### config.mk
export PLATFORM = sky130hd
export DESIGN_NAME = max_cal_seq_ctrl_flat
export DESIGN_NICKNAME = d
export VERILOG_FILES = /design/src/rtl/max_cal_seq_ctrl_if.sv /design/src/rtl/max_cal_seq_ctrl.sv /design/src/flat_wrapper.sv
export SDC_FILE = /design/constraint.sdc
export NUM_CORES = 1
export LEC_CHECK = 0
export CORE_AREA = 5 5 234 236
export DETAILED_ROUTE_END_ITERATION = 10
export DIE_AREA = 0 0 239 241
export HOLD_SLACK_MARGIN = 0.02
export SYNTH_ARGS = -nofsm -noshare
export SYNTH_HDL_FRONTEND = slang
export SYNTH_SLANG_ARGS = --single-unit
### constraint.sdc
create_clock -name clk -period 2.7 [get_ports clk]
set_clock_uncertainty 0.2 [all_clocks]
set_input_delay 0.81 -clock clk [delete_from_list [all_inputs] [get_ports clk]]
set_output_delay 0.81 -clock clk [all_outputs]
set_load 0.03 [all_outputs]
### src/rtl/max_cal_seq_ctrl_if.sv
// Bundles the payload-beat stream and the result stream seen by max_cal_seq_ctrl.
// slave  : controller view (consumes beats, produces results)
// master : producer/consumer view (drives beats, accepts results)
interface max_cal_seq_ctrl_if #(
  parameter int BEAT_CNT_W = 16
);
  logic                  s_valid;
  logic                  s_ready;
  logic [255:0]          s_data;
  logic                  s_last;
  logic [7:0]            s_keep;
  logic                  r_valid;
  logic                  r_ready;
  logic [31:0]           r_max;
  logic [BEAT_CNT_W-1:0] r_beats;

  modport slave (
    input  s_valid, s_data, s_last, s_keep, r_ready,
    output s_ready, r_valid, r_max, r_beats
  );

  modport master (
    output s_valid, s_data, s_last, s_keep, r_ready,
    input  s_ready, r_valid, r_max, r_beats
  );
endinterface

### src/rtl/max_cal_seq_ctrl.sv
// max_cal_seq_ctrl: sequences an external max_cal_block_nonblocking that computes
// the unsigned maximum of all 32-bit words of a packet. Beats go to the block,
// packet boundaries ride a marker pipeline matched to the block latency, and each
// packet's max plus its beat count are captured into a small result FIFO.
// Optional build macro: MAXCTL_LANE_MASK_EN (zero lanes whose s_keep bit is 0).
module max_cal_seq_ctrl #(
  parameter int PIPE_LAT   = 3,
  parameter int RES_DEPTH  = 4,
  parameter int BEAT_CNT_W = 16
) (
  input  logic                clk,
  input  logic                rst_n,
  max_cal_seq_ctrl_if.slave   bus,
  output logic [255:0]        mc_payload,
  output logic                mc_ce,
  output logic                mc_clear,
  input  logic [31:0]         mc_max
);

  localparam int PTR_W = (RES_DEPTH > 1) ? $clog2(RES_DEPTH) : 1;
  localparam int CNT_W = $clog2(RES_DEPTH + 1);
  localparam logic [CNT_W-1:0]      DEPTH_C  = CNT_W'(RES_DEPTH);
  localparam logic [PTR_W-1:0]      LAST_PTR = PTR_W'(RES_DEPTH - 1);
  localparam logic [BEAT_CNT_W-1:0] ONE_BEAT = BEAT_CNT_W'(1);

  typedef enum logic {
    ST_SOP  = 1'b0,   // next accepted beat starts a packet
    ST_BODY = 1'b1    // inside a packet
  } pkt_state_e;

  pkt_state_e            state_q, state_d;
  logic                  sop_now;
  logic [BEAT_CNT_W-1:0] beat_cnt_q, beat_cnt_d;

  logic                  ce_q;
  logic                  accept;
  logic                  s_ready_int;
  logic [7:0]            lane_en;

  logic [PIPE_LAT-1:0]   sop_sr_q;
  logic [PIPE_LAT-1:0]   eop_sr_q;
  logic [BEAT_CNT_W-1:0] cnt_sr_q [PIPE_LAT];

  logic [31:0]           fifo_max_q [RES_DEPTH];
  logic [BEAT_CNT_W-1:0] fifo_cnt_q [RES_DEPTH];
  logic [PTR_W-1:0]      wr_ptr_q, rd_ptr_q;
  logic [CNT_W-1:0]      fifo_cnt_lvl_q;
  logic [CNT_W-1:0]      pending_q;
  logic                  push, pop, r_valid_int, last_acc;

  // The oldest marker bit is never consumed; only bit PIPE_LAT-2 drives clear.
  logic unused_sop_msb;
  assign unused_sop_msb = sop_sr_q[PIPE_LAT-1];

  // Handshake: ready only once the block is enabled and a result slot is reserved.
  assign s_ready_int = ce_q && (pending_q < DEPTH_C);
  assign accept      = bus.s_valid && s_ready_int;
  assign bus.s_ready = s_ready_int;
  assign mc_ce       = ce_q;
  assign last_acc    = accept && bus.s_last;

  // Payload lanes: zero on bubbles (neutral for unsigned max) and on masked lanes.
  for (genvar gi = 0; gi < 8; gi++) begin : g_lane
`ifdef MAXCTL_LANE_MASK_EN
    assign lane_en[gi] = bus.s_keep[gi];
`else
    assign lane_en[gi] = 1'b1;
`endif
    assign mc_payload[32*gi +: 32] = (accept && lane_en[gi]) ? bus.s_data[32*gi +: 32] : 32'd0;
  end

`ifndef MAXCTL_LANE_MASK_EN
  logic unused_keep;
  assign unused_keep = ^bus.s_keep;
`endif

  // CE rises on the first edge after reset release and stays high.
  always_ff @(posedge clk or negedge rst_n) begin
    if (!rst_n) ce_q <= 1'b0;
    else        ce_q <= 1'b1;
  end

  // Packet framing state and saturating beat counter registers.
  always_ff @(posedge clk or negedge rst_n) begin
    if (!rst_n) begin
      state_q    <= ST_SOP;
      beat_cnt_q <= '0;
    end else begin
      state_q    <= state_d;
      beat_cnt_q <= beat_cnt_d;
    end
  end

  // Next framing state; beat count restarts at 1 on the first beat of a packet.
  always_comb begin
    state_d    = state_q;
    beat_cnt_d = beat_cnt_q;
    sop_now    = (state_q == ST_SOP);
    if (accept) begin
      state_d = bus.s_last ? ST_SOP : ST_BODY;
      if (sop_now)                 beat_cnt_d = ONE_BEAT;
      else if (beat_cnt_q != '1)   beat_cnt_d = beat_cnt_q + ONE_BEAT;
    end
  end

  // Marker pipeline tracking sop/eop/count alongside the block's data pipeline.
  always_ff @(posedge clk or negedge rst_n) begin
    if (!rst_n) begin
      sop_sr_q <= '0;
      eop_sr_q <= '0;
      for (int i = 0; i < PIPE_LAT; i++) cnt_sr_q[i] <= '0;
    end else begin
      sop_sr_q    <= {sop_sr_q[PIPE_LAT-2:0], accept & sop_now};
      eop_sr_q    <= {eop_sr_q[PIPE_LAT-2:0], last_acc};
      cnt_sr_q[0] <= beat_cnt_d;
      for (int i = 1; i < PIPE_LAT; i++) cnt_sr_q[i] <= cnt_sr_q[i-1];
    end
  end

  // Clear lands on the edge where a packet's first beat reaches second_layer.
  assign mc_clear = sop_sr_q[PIPE_LAT-2];

  assign push        = eop_sr_q[PIPE_LAT-1];
  assign r_valid_int = (fifo_cnt_lvl_q != '0);
  assign pop         = r_valid_int && bus.r_ready;

  // Result storage; contents need no reset because the level counter gates validity.
  always_ff @(posedge clk) begin
    if (push) begin
      fifo_max_q[wr_ptr_q] <= mc_max;
      fifo_cnt_q[wr_ptr_q] <= cnt_sr_q[PIPE_LAT-1];
    end
  end

  // FIFO pointers, fill level and in-flight packet credits.
  always_ff @(posedge clk or negedge rst_n) begin
    if (!rst_n) begin
      wr_ptr_q       <= '0;
      rd_ptr_q       <= '0;
      fifo_cnt_lvl_q <= '0;
      pending_q      <= '0;
    end else begin
      if (push) wr_ptr_q <= (wr_ptr_q == LAST_PTR) ? '0 : wr_ptr_q + 1'b1;
      if (pop)  rd_ptr_q <= (rd_ptr_q == LAST_PTR) ? '0 : rd_ptr_q + 1'b1;
      if (push && !pop)      fifo_cnt_lvl_q <= fifo_cnt_lvl_q + 1'b1;
      else if (!push && pop) fifo_cnt_lvl_q <= fifo_cnt_lvl_q - 1'b1;
      if (last_acc && !pop)      pending_q <= pending_q + 1'b1;
      else if (!last_acc && pop) pending_q <= pending_q - 1'b1;
    end
  end

  // Result outputs come straight from the FIFO head; zero when empty.
  assign bus.r_valid = r_valid_int;
  assign bus.r_max   = r_valid_int ? fifo_max_q[rd_ptr_q] : 32'd0;
  assign bus.r_beats = r_valid_int ? fifo_cnt_q[rd_ptr_q] : '0;

endmodule
### src/flat_wrapper.sv
// flat-port wrapper written by rule: the top's interface ports become plain ports
module max_cal_seq_ctrl_flat 
#(
  parameter int PIPE_LAT   = 3,
  parameter int RES_DEPTH  = 4,
  parameter int BEAT_CNT_W = 16
)
  (clk, rst_n, mc_payload, mc_ce, mc_clear, mc_max, bus_s_valid, bus_s_data, bus_s_last, bus_s_keep, bus_r_ready, bus_s_ready, bus_r_valid, bus_r_max, bus_r_beats);
  max_cal_seq_ctrl_if #(.BEAT_CNT_W(BEAT_CNT_W)) bus_i ();
  input  logic clk;
  input  logic rst_n;
  output logic [255:0] mc_payload;
  output logic mc_ce;
  output logic mc_clear;
  input  logic [31:0] mc_max;
  input wire logic [$bits(bus_i.s_valid)-1:0] bus_s_valid;
  input wire logic [$bits(bus_i.s_data)-1:0] bus_s_data;
  input wire logic [$bits(bus_i.s_last)-1:0] bus_s_last;
  input wire logic [$bits(bus_i.s_keep)-1:0] bus_s_keep;
  input wire logic [$bits(bus_i.r_ready)-1:0] bus_r_ready;
  output wire logic [$bits(bus_i.s_ready)-1:0] bus_s_ready;
  output wire logic [$bits(bus_i.r_valid)-1:0] bus_r_valid;
  output wire logic [$bits(bus_i.r_max)-1:0] bus_r_max;
  output wire logic [$bits(bus_i.r_beats)-1:0] bus_r_beats;
  assign bus_i.s_valid = bus_s_valid;
  assign bus_i.s_data = bus_s_data;
  assign bus_i.s_last = bus_s_last;
  assign bus_i.s_keep = bus_s_keep;
  assign bus_i.r_ready = bus_r_ready;
  assign bus_s_ready = bus_i.s_ready;
  assign bus_r_valid = bus_i.r_valid;
  assign bus_r_max = bus_i.r_max;
  assign bus_r_beats = bus_i.r_beats;
  max_cal_seq_ctrl #(.PIPE_LAT(PIPE_LAT), .RES_DEPTH(RES_DEPTH), .BEAT_CNT_W(BEAT_CNT_W)) u_core (.clk(clk), .rst_n(rst_n), .bus(bus_i), .mc_payload(mc_payload), .mc_ce(mc_ce), .mc_clear(mc_clear), .mc_max(mc_max));
endmodule
==> results.toml, run 1 <==
[setup_path]
reg2reg_from = "u_core.pending_q[2]$_DFFE_PN0P_"
rr_worst_depth = 11
rr_endpoint = "u_core.pending_q[2]$_DFFE_PN0P_"
crit_path_end_kind = "output port"
start_kind = "flip-flop"
cp.required_ns = 1.69
cp_max_fo = 7
critical_path_class = "flip-flop to output port"
reg2reg_slack_ns = -0.02
worstPathArrival_ns = 2.12

[power_and_ir_drop]
p_total_w = 0.01733
p_per_area_mw_per_mm2 = 760.5
total_leakage_power_nw = 9.008
switchingPower_w = 0.005996
power.internal_w = 0.01133
power_frac_clock_pct = 17.9
switching_share_pct = 34.60
p_comb_share_pct = 54.8
ir_drop_mv = 0.3828
seqPwrFrac_pct = 27.4

[timing]
hold_violations = 0
worst_pin_slew_ns = 0.6847
finalSetupViolations = 306
slew_violations = 0
setup_slack_ns = -0.4322
rsz0062_at_grt = "true"
period_minus_slack_ns = 3.132
fin_setup_tns_ns = -96.56
period_share_pct = 116.0
fmax_ghz = 0.3193
maxSlewHeadroom_pct = 53.98

[yosys]
yosysUniqueCellTypes = 45
syn_area_mm2 = 0.01151
syn_area_per_cell_um2 = 14.53
synth-async-reset-ratio_pct = 25.29
synth-edff-count = 192
netlist_instances = 792
syn_nets = 1103
synth-seq-cells = 257
synth_top_flop_cell = "edfxtp_1"
yosys_warnings = 0
ys_seq_area_share_pct = 64.23

[floorplan]
die_width_um = 239
core_mm2 = 0.05224
pin_count = 609
start_util_pct = 22.03
fp.dieH_um = 241
row_count = 84
die-area_mm2 = 0.05760

[layout]
nNetsFinal = 1767
fin_util_pct = 43.61
stdcell_count = 2164
layout_common_cells = "clkdlybuf4s50_1 (290), and2_4 (260), edfxtp_1 (192)"
area_growth_pct = 97.96
layout_commonest_cell = "clkdlybuf4s50_1"
drive_above_1_share_pct = 54.69
design_area_mm2 = 0.02278

[placement]
dp_cells = 2068
postPlaceCellArea_mm2 = 0.02010
gp_congestion = 0.9571
io_buffers = 600
hpwl_um = 55910

[detailed_routing]
vias = 9479
avgViaCountPerCell = 4.380
route.layer.met1.wl_um = 25720
post_drt_wl_per_cell_um = 31.37
highest_layer = "met5"
drt-initial-drc-count = 533
wl_um = 67890
drcViolationCount = 0
ant_nets = 0
wl_met3_um = 6772
first_pass_iters = 4
routed-wl-met2_um = 33720

[global_route]
grt_max_degree = 66
grt_overflow_total = 0
grt_use_total_pct = 22.23
grt_pass1_wl_um = 87590
grt_antenna_before_repair = 27
grt_pass1_vias = 9791

[clock_network]
cts-htree-levels = 1
cts_inserted_buffers = 23
cts-root-buf = "clkbuf_16"
cts_tree = "built"
clockBufferDepth = 3
cts.sinks = 257
clkTransAtPathRegs_ns = 0.06
clk_latency_ns = 0.53

[job]
cap_violations = 0

[run_status]
violations = "setup timing"
outcome = "complete, but fails checks"

[hold_path]
hold_class = "input pin to async pin"
-- worst max path at each step --
stage / from / endpoint
finish: u_core.pending_q[2]$_DFFE_PN0P_ / mc_payload[214]
global route: u_core.pending_q[2]$_DFFE_PN0P_ / mc_payload[214]
CTS: u_core.rd_ptr_q[0]$_DFFE_PN0P_ / bus_r_beats[0]
detailed placement: bus_s_valid / mc_payload[83]
global placement: bus_s_valid / mc_payload[83]
floorplan: bus_s_valid / mc_payload[12]
-- routing by layer --
metal  GRT usage, %  vias up
li1               -     4147
met5              0        -
met1          26.73     4778
met4          4.306       38
met3          9.359       93
met2          37.84      423
-- power by group through the flow --
stage	Sequential, W	Clock (W)	Combinational (W)
finish	0.00474	0.00310	0.00949
global route	0.00477	0.00336	0.00993
CTS	0.00474	0.00319	0.00936
detailed placement	0.00483	0	0.00764
global placement	0.00481	0	0.00759
floorplan	0.00474	0	0.00397
-- critical path: stages (launching register included) --
cell and delay, ns:
dfrtp_1 0.38, and3b_4 0.34, buf_12 0.14, buf_12 0.12, buf_12 0.15, buf_12 0.12, and2_4 0.18, buf_12 0.14
-- cell type report --
class | count | area (um2)
Multi-Input combinational cell | 474 | 4581
Tap cell | 688 | 860.8
Clock buffer | 28 | 604.3
Fill cell | 4663 | 29450
Clock inverter | 13 | 105.1
Inverter | 7 | 26.28
Sequential cell | 257 | 7397
Timing Repair Buffer | 693 | 9198
Antenna cell | 4 | 10.01
-- synth_stat cells (2+ instances only) --
cell	number	area, um2
nand4_2	2	25.02
o41ai_1	2	17.52
nor2_1	12	45.04
o31ai_1	11	82.58
ha_1	8	100.1
a21oi_1	4	20.02
buf_2	10	50.05
dfrtp_1	65	1627
a31oi_1	4	25.02
and2_1	310	1939
a211o_1	2	17.52
mux4_2	48	1081
clkbuf_1	39	146.4
inv_1	6	22.52
mux2_2	3	33.78
nor3_1	4	20.02
edfxtp_1	192	5766
buf_4	3	22.52
and4_1	3	26.28
nand4_1	5	31.28
a22o_1	4	35.03
nand2_1	11	41.29
nand3_1	8	40.04
a2bb2oi_1	2	17.52
and3_1	3	18.77
fa_1	2	40.04
xnor2_1	2	17.52
xor2_1	4	35.03
o21ai_0	7	35.03
-- stage by stage --
| step | hold slack (ns) | setup slack [ns] |
|---|---|---|
| floorplan | 0.1312 | 0.008911 |
| CTS | 0.08731 | -0.4641 |
| detailed placement | 0.1347 | -0.6785 |
| finish | 0.08866 | -0.4322 |
| global placement | 0.1330 | -0.6518 |
| global route | 0.1044 | -0.4939 |
-- flip-flops by register name, summed over array words and instances, names as in the netlist --
register               flops
u_core.fifo_max_q        128
u_core.fifo_cnt_q         64
u_core.cnt_sr_q           32
u_core.beat_cnt_q         16
u_core.eop_sr_q            3
u_core.fifo_cnt_lvl_q      3
u_core.pending_q           3
u_core.rd_ptr_q            2
u_core.sop_sr_q            2
u_core.wr_ptr_q            2
u_core.mc_ce               1
u_core.state_q             1
-- what timing repair did --
action | CTS | global route
resized for setup | 322 | 90
hold buffers | 0 | 0
gates cloned | 17 | 14
buffers inserted | 27 | 4
setup endpoints to repair | 308 | 310
pin swaps | 62 | 67
-- cell families (layout without fill, tap and decap cells) --
logic type | after synthesis | in the layout | synth area share [%]
AND/OR/NAND/NOR | 366 | 366 | 19.63
flip-flops | 257 | 257 | 64.23
buffers and inverters | 61 | 741 | 2.261
multiplexers | 51 | 51 | 9.687
AO/OA/AOI/OAI | 40 | 40 | 2.479
adder cells (fa/ha/maj) | 10 | 10 | 1.218
XOR/XNOR | 6 | 6 | 0.4566
other | 1 | 5 | 0.03258
Note: power is estimated with default switching activity, not from simulation.
==> inputs of run 2 (changes only) <==
- CORE_AREA: 5 5 234 236 -> 5 5 233 235
- DIE_AREA: 0 0 239 241 -> 0 0 238 240
- MAX_ROUTING_LAYER: unset -> met4
- clock period: 2.7 -> 3.7 ns (I/O delays scaled with it)
==> run 2 against run 1 <==
Net effect:
- the flow now finishes without violations
- total power is 33% lower
- first-iteration DRC count increased by 20%
- setup slack improved by 0.47 ns
- register-to-register slack better by 0.96 ns
- clock-buffer cell count unchanged
- sequential share of layout area rose by 2.3 points
- clock power decreased by 22%
- non-clock buffer count shrank 49
- sequential cell count stayed put
- final cell count decreased by 0.65%
- sequential power decreased by 26%
- largest power group unchanged
==> results.toml, run 2 (synthesis gave the netlist of run 1 again) <==
[floorplan]
pin_count = 609
row_count = 84
core_mm2 = 0.05202
die_width_um = 238
fp.dieH_um = 240
die-area_mm2 = 0.05712
start_util_pct = 22.12

[detailed_routing]
highest_layer = "met4"
post_drt_wl_per_cell_um = 30.79
drt-initial-drc-count = 640
wl_met3_um = 8436
first_pass_iters = 5
route.layer.met1.wl_um = 23590
wl_um = 66210
avgViaCountPerCell = 4.309
vias = 9264
ant_nets = 0
routed-wl-met2_um = 33030
drcViolationCount = 0

[timing]
period_minus_slack_ns = 3.661
period_share_pct = 98.96
maxSlewHeadroom_pct = 51.35
rsz0062_at_grt = "false"
setup_slack_ns = 0.03857
fmax_ghz = 0.2731
hold_ws_ns = 0.1482
slew_violations = 0
hold_violations = 0
worst_pin_slew_ns = 0.7297
finalSetupViolations = 0

[setup_path]
cp_max_fo = 8
cpMaxStageDelayCell = "and2_1"
critical_path_class = "input pin to output port"
crit_chain = "clkdlybuf4s15_1 > and3b_4 > buf_12 > clkbuf_16 > and2_1 > buf_12"
worst_path_most_repeated_cell = "buf_12"
max_stage_delay_ns = 0.28
worstPathArrival_ns = 2.35
cp.required_ns = 2.39
crit_path_end_kind = "output port"
start_kind = "input pin"

[layout]
layout_commonest_cell = "clkdlybuf4s50_1"
top_regs = "u_core.fifo_max_q: 128 flops, u_core.fifo_cnt_q: 64 flops, u_core.cnt_sr_q: 32 flops"
regMostFlops = "u_core.fifo_max_q"
largest_reg_flops = 128
layout_common_cells = "clkdlybuf4s50_1 (294), and2_1 (248), edfxtp_1 (192)"
nNetsFinal = 1717
area_growth_pct = 84.79
drive_above_1_share_pct = 35.94

[clock_network]
cts_hold_buf = 0
clk_latency_ns = 0.51
cts.sinks = 257
cts_inserted_buffers = 22
clkTransAtPathRegs_ns = 0.07
cts-htree-levels = 1
cts-root-buf = "clkbuf_16"
clockBufferDepth = 3
cts_tree = "built"

[placement]
io_buffers = 600
dp_slack_ns = -0.2737
gp_congestion = 0.9159
hpwl_um = 56900

[hold_path]
hold_class = "flip-flop to flip-flop"

[global_route]
grt_antenna_before_repair = 49
grt_use_total_pct = 22.78
grt_max_degree = 41
grt_pass1_wl_um = 86200
grt_pass1_vias = 9574
grt_overflow_total = 0

[run_status]
outcome = "completed"

[power_and_ir_drop]
total_leakage_power_nw = 8.157
ir_drop_mv = 0.3464
p_per_area_mw_per_mm2 = 541.9

[job]
cap_violations = 0
==> run 2: layout make-up <==
cell class | instances | area [um2]
fillers | 4873 | 30760
multi-input cells | 474 | 4010
well taps | 688 | 860.8
flip-flops and latches | 257 | 7397
clock inverters | 12 | 143.9
inverters | 7 | 26.28
diodes | 40 | 100.1
repair buffers | 644 | 8104
clock buffers | 28 | 624.3
==> run 2: where the power goes <==
| group | internal [W] | total (W) | switching, W |
|---|---|---|---|
| Combinational | 0.00273 | 0.00558 | 0.00285 |
| Sequential | 0.00331 | 0.00353 | 0.000212 |
| Clock | 0.00141 | 0.00242 | 0.00101 |
==> run 2: final timing paths <==
kind                                                  from                                to  slack (ns)  cells past startpoint
max in group asynchronous                            rst_n  u_core.beat_cnt_q[5]$_DFFE_PN0P_        2.19                      2
setup reg to reg           u_core.pending_q[2]$_DFFE_PN0P_   u_core.pending_q[2]$_DFFE_PN0P_        0.94                     10
hold / removal                u_core.eop_sr_q[1]$_DFF_PN0_      u_core.eop_sr_q[2]$_DFF_PN0_        0.15                      0
setup / recovery                               bus_s_valid                   mc_payload[228]        0.04                      6
min in group asynchronous                            rst_n      u_core.cnt_sr_q[8]$_DFF_PN0_        0.45                      1
hold reg to reg               u_core.eop_sr_q[1]$_DFF_PN0_      u_core.eop_sr_q[2]$_DFF_PN0_        0.15                      0
==> run 2: stage by stage <==
step	instances	util, %	setup TNS, ns	total power (W)	cell area [um2]
floorplan	792	-	0	0.006230	11510
global placement	2058	38.26	-37.83	0.008960	19910
detailed placement	2058	38.26	-40.97	0.009002	19910
CTS	2107	40.30	-0.08005	0.01161	20960
global route	2146	40.86	0	0.01201	21260
finish	2150	40.88	0	0.01152	21270
==> run 2: metal layers <==
layer / vias to the layer above / global-route usage, %
li1: 4114 / -
met5: - / -
met1: 4618 / 24.80
met4: 0 / 3.200
met3: 73 / 11.24
met2: 459 / 38.83
==> run 2: timing repair <==
item | 4_1_cts | 5_1_grt
setup endpoints to repair | 291 | 48
resized for setup | 39 | 49
setup buffers | 3 | 0
pin swaps | 0 | 0
gates cloned | 6 | 3
==> run 2: critical path: cells and delay by family <==
family                 cells  cell delay, ns
buffers and inverters      4            0.72
and+or+nand+nor            2            0.50
==> inputs of run 3 (changes only) <==
==> constraint.sdc (replaced) <==
create_clock -name clk -period 3.7 [get_ports clk]
set_clock_uncertainty 0.2 [all_clocks]
set_input_delay 0.74 -clock clk [delete_from_list [all_inputs] [get_ports clk]]
set_output_delay 0.74 -clock clk [all_outputs]
set_load 0.03 [all_outputs]
==> run 3 against run 2 <==
Net effect:
- clock-buffer cell count fell by 1
- via count fell by 1.9%
- wire length fell by 4.0%
- critical path depth fell by 2
- setup slack improved by 0.16 ns
- total power fell by 3.6%
- clock power fell by 5%
- first-iteration DRC count rose by 2.2%
- fmax rose by 4.5%
==> results.toml, run 3 (synthesis gave the netlist of run 1 again) <==
[run_status]
outcome = "completed"

[timing]
worst_pin_slew_ns = 0.8855
period_share_pct = 94.74
slew_violations = 0
fin_setup_tns_ns = 0
maxSlewHeadroom_pct = 40.96
period_minus_slack_ns = 3.505
hold_violations = 0
rsz0062_at_grt = "false"
fmax_ghz = 0.2853
finalSetupViolations = 0

[hold_path]
timing.hold.worst_path_depth = 0
min-delay-start = "u_core.eop_sr_q[0]$_DFF_PN0_"
hold_end = "u_core.eop_sr_q[1]$_DFF_PN0_"
hold_class = "flip-flop to flip-flop"

[layout]
layout_common_cells = "clkdlybuf4s50_1 (341), and2_1 (306), edfxtp_1 (192)"
fill_cells = 4892
drive_above_1_share_pct = 27.70
final-seq-area_mm2 = 0.007397
design_area_mm2 = 0.02067
nNetsFinal = 1704
largest_reg_flops = 128
multiInputGateArea_mm2 = 0.003865
fin_util_pct = 39.74
regMostFlops = "u_core.fifo_max_q"
layout_commonest_cell = "clkdlybuf4s50_1"
area_growth_pct = 79.64
top_regs = "u_core.fifo_max_q: 128 flops, u_core.fifo_cnt_q: 64 flops, u_core.cnt_sr_q: 32 flops"

[global_route]
grt_overflow_total = 0
grt_pass1_vias = 9342
grt_antenna_before_repair = 53
grt_max_degree = 67
grt_pass1_wl_um = 82720
grt_use_total_pct = 21.90

[placement]
io_buffers = 600
postPlaceCellArea_mm2 = 0.01981
gp_congestion = 0.9256
hpwl_um = 56010

[setup_path]
worstPathArrival_ns = 2.57
cp.required_ns = 2.76
cpMaxStageDelayCell = "dfrtp_2"
rr_worst_depth = 9
start_kind = "flip-flop"
max_stage_delay_ns = 0.65
cp_max_fo = 27
crit_path_end_kind = "output port"
reg2reg_from = "u_core.fifo_cnt_lvl_q[0]$_DFFE_PN0P_"
path_delay_family = "buffers and inverters"
critPathBufInv = 2
critical_path_class = "flip-flop to output port"
cp.depth = 4
reg2reg_slack_ns = 0.91
rr_endpoint = "u_core.fifo_cnt_lvl_q[2]$_DFFE_PN0P_"
crit_chain = "buf_12 > mux4_2 > and2_1 > clkdlybuf4s50_1"

[power_and_ir_drop]
switchingPower_w = 0.003939
seqPwrFrac_pct = 31.2
total_leakage_power_nw = 7.800
p_per_area_mw_per_mm2 = 537.5
switching_share_pct = 35.45
p_comb_share_pct = 48.0
power_frac_clock_pct = 20.8
ir_drop_mv = 0.2702
power.internal_w = 0.007173
p_total_w = 0.01111

[floorplan]
start_util_pct = 22.12
pin_count = 609
fp.dieH_um = 240
die-area_mm2 = 0.05712
die_width_um = 238
row_count = 84
core_mm2 = 0.05202

[clock_network]
clockBufferDepth = 3
cts_inserted_buffers = 21
post_cts_buffers = 3
cts.sinks = 257
clkTransAtPathRegs_ns = 0.07
cts-root-buf = "clkbuf_16"
cts-htree-levels = 1
cts_hold_buf = 0
clk_latency_ns = 0.51
ctsResizeCount = 0
cts_tree = "built"

[detailed_routing]
wl_um = 63550
drcViolationCount = 0
drt-initial-drc-count = 654
post_drt_wl_per_cell_um = 29.80
vias = 9086
first_pass_iters = 5
ant_nets = 0
avgViaCountPerCell = 4.260

[job]
cap_violations = 0
==> run 3: cell count changes in the layout (fill, tap and decap cells not counted), moves of 2 or more <==
cell / delta
and2_4: -54
diode_2: -3
clkbuf_16: -3
clkdlybuf4s50_1: +47
buf_16: -7
and2_2: -4
buf_6: -17
inv_4: -2
buf_12: -12
buf_4: -17
clkinvlp_4: -2
and2_1: +58
clkbuf_8: -2
clkbuf_1: +2
==> run 3: how the worst max path moves through the flow <==
stage	start	to
finish	u_core.rd_ptr_q[1]$_DFFE_PN0P_	bus_r_max[28]
global route	u_core.rd_ptr_q[1]$_DFFE_PN0P_	bus_r_max[12]
CTS	u_core.rd_ptr_q[1]$_DFFE_PN0P_	bus_r_max[12]
detailed placement	bus_s_valid	mc_payload[7]
global placement	bus_s_valid	mc_payload[7]
floorplan	bus_s_valid	mc_payload[0]
==> run 3: worst register-to-register path: stages (launching register included) <==
cell and delay (ns):
dfrtp_1 0.42, or3_1 0.37, buf_4 0.29, nand2_1 0.26
ha_1 0.22, inv_1 0.07, fa_1 0.43, xor2_1 0.17
nor2_1 0.12, xor2_1 0.16
==> run 3: power by group through the flow <==
stage               clock network (W)  registers, W  logic [W]
finish                        0.00231       0.00347    0.00533
global placement                    0       0.00357    0.00527
global route                  0.00249       0.00349    0.00560
detailed placement                  0       0.00359    0.00528
floorplan                           0       0.00346    0.00277
CTS                           0.00238       0.00347    0.00542
==> run 3: metrics by stage <==
step | hold WS (ns) | cells | worst slack (ns)
6_report | 0.1408 | 2133 | 0.1947
5_1_grt | 0.1441 | 2131 | 0.1245
4_1_cts | 0.1436 | 2096 | 0.1687
3_5_place_dp | 0.1365 | 2055 | 0.2651
3_3_place_gp | 0.1324 | 2055 | 0.2714
2_1_floorplan | 0.1312 | 792 | 0.9210
==> run 3: routing by layer <==
| layer | part of all wire (%) | global-route usage, % | vias to the layer above |
|---|---|---|---|
| li1 | - | - | 4073 |
| met1 | 37 | 24.78 | 4513 |
| met2 | 50 | 36.93 | 447 |
| met3 | 12 | 9.498 | 53 |
| met4 | 1.7 | 3.670 | 0 |
| met5 | 0 | - | - |
==> run 3: cell type report <==
type	instances	share of cell area (%)
diodes	37	0.4479
clock buffers	27	2.802
clock inverters	11	0.6899
inverters	7	0.1271
multi-input cells	474	18.70
flip-flops and latches	257	35.78
well taps	688	4.164
repair buffers	632	37.29
==> edit (config.mk and constraints of run 1) <==
`PIPE_LAT` is set to 3 in 2 places; all go to 6.
--- a/src/rtl/max_cal_seq_ctrl.sv
+++ b/src/rtl/max_cal_seq_ctrl.sv
@@ -5,5 +5,5 @@
 // Optional build macro: MAXCTL_LANE_MASK_EN (zero lanes whose s_keep bit is 0).
 module max_cal_seq_ctrl #(
-  parameter int PIPE_LAT   = 3,
+  parameter int PIPE_LAT   = 6,
   parameter int RES_DEPTH  = 4,
   parameter int BEAT_CNT_W = 16
--- a/src/flat_wrapper.sv
+++ b/src/flat_wrapper.sv
@@ -2,5 +2,5 @@
 module max_cal_seq_ctrl_flat 
 #(
-  parameter int PIPE_LAT   = 3,
+  parameter int PIPE_LAT   = 6,
   parameter int RES_DEPTH  = 4,
   parameter int BEAT_CNT_W = 16
Formal check against the unedited RTL: not equivalent (a bounded check fails within 4 cycles, from zero or initial values and one cycle with rst_n low).
==> edit against run 1 <==
The flow still finishes with violations (negative setup slack). Sequential cell count increased by 54. Die area stayed put. Design area increased by 10%. Area after synthesis rose by 13%. Wire length grew 3.3%. Power up 13%. Synthesized cell count rose by 9.7%. Combinational power up 6%. Worst setup slack worse by 0.058 ns. Via count increased by 14%. Worst hold slack better by 0.048 ns.
==> edit: results (changes against run 1) <==
Parameter                              Value

STA
  Transition time at the pin with the least slew margin ... 0.843 ns (+0.159 ns)
  Post-route worst setup slack ... -0.490 ns (-0.0580 ns)
  Worst hold slack ... 0.136 ns (+0.0478 ns)
  Final setup viols ... 306 (unchanged)

GRT
  Wire length of the first global-routing pass ... 90500 um (+3.3%)
  Largest net degree at the start of global routing ... 76 (+15%)

Final layout
  Fill cell instance count of the final layout ... 4504 (-3.4%)
  Total non-filler cell area in the finished layout ... 25200 um2 (+10%)
  Final net count ... 1849 (+4.6%)
  Non-filler cells in the finished layout ... 2263 (+4.6%)
  Largest registers in the final layout ... u_core.fifo_max_q (128), u_core.cnt_sr_q (80), u_core.fifo_cnt_q (64)

Place
  Final HPWL DP ... 53500 um (-4.3%)
  Placed inst area ... 21200 um2 (+5.6%)

Outcome
  Run status ... complete, but fails checks
  Violated checks ... negative setup slack

Routing
  Total wire length after detailed routing ... 70100 um (+3.3%)
  Number of DRC violations after detailed-routing iteration 0 ... 723 (+36%)

Clock network
  Number of clock buffers inserted by TritonCTS ... 28 (+22%)
  Worst-skew pair later-pin latency ... 0.56 ns (+0.03 ns)

Synthesis
  Average cell area after synthesis ... 14.9 um2 (+2.9%)
  Adder-cell share of the synthesized area ... 0.0108 (-0.00139)
  Compound-Gate Fraction of Synth Area ... 0.0278 (+0.00305)

Pwr
  Peak supply drop ... 0.000517 V (+35%)

Worst setup path
  CP max stage cell ... dfrtp_2
  Largest driver fanout on the critical path ... 10 (+3)

Worst hold path
  Type of the tightest min-delay check ... flip-flop to flip-flop
edit: cell types whose count changed in the layout (fill, tap and decap cells not counted), sizes merged, moves of 7 or more:
cell	delta
and3	+255
and2	-257
o31ai	+7
buf	+28
dfrtp	+54
diode	+11
edit: worst min-delay path by stage:
stage	end	depth (start not counted)
3_5_place_dp	u_core.cnt_sr_q[11]	0
5_1_grt	u_core.cnt_sr_q[2]	0
6_report	u_core.cnt_sr_q[2]	0
2_1_floorplan	u_core.cnt_sr_q[0]	0
4_1_cts	u_core.cnt_sr_q[2]	0
3_3_place_gp	u_core.cnt_sr_q[19]	0
edit: power breakdown:
part	total, mW	internal (mW)	leakage (nW)	switching (mW)
Combinational	10.1	5.42	6.25	4.71
Clock	3.81	2.12	0.429	1.69
Sequential	5.61	5.40	3.39	0.206
edit: logic make-up after synthesis:
logic type                 after synthesis
buffers and inverters                   87
and+or+nand+nor                        356
AOI/OAI and AO/OA                       47
xor gates and xnor gates                 6
DFF                                    311
other                                    1
muxes                                   51
adders and majority gates               10
edit: what timing repair did:
item | CTS | global route
pin swaps | 20 | 78
cloned | 27 | 17
setup endpoints to repair | 307 | 309
hold endpoints to repair | 31 | 0
gates resized for setup | 498 | 324
hold buffers | 1 | 0
buffers inserted | 32 | 22
edit: final cells by class:
class	instances	share of cell area
Sequential cell	311	0.348
Clock inverter	22	0.00775
Multi-Input combinational cell	471	0.204
Tap cell	688	0.0342
Clock buffer	30	0.0281
Timing Repair Buffer	721	0.376
Antenna cell	15	0.00149
Inverter	5	0.000746
edit: layer usage:
layer  GRT usage  up-vias
met4      0.0794       28
met2       0.376      524
li1            -     4684
met5      0.0278        -
met1       0.253     5403
met3      0.0951      122
edit: through the flow:
step	total power, mW	setup slack (ns)
after floorplan	9.56	-0.0186
after global placement	13.1	-0.314
after detailed placement	13.1	-0.316
after CTS	19.0	-0.562
after global routing	20.3	-0.536
final	19.5	-0.490
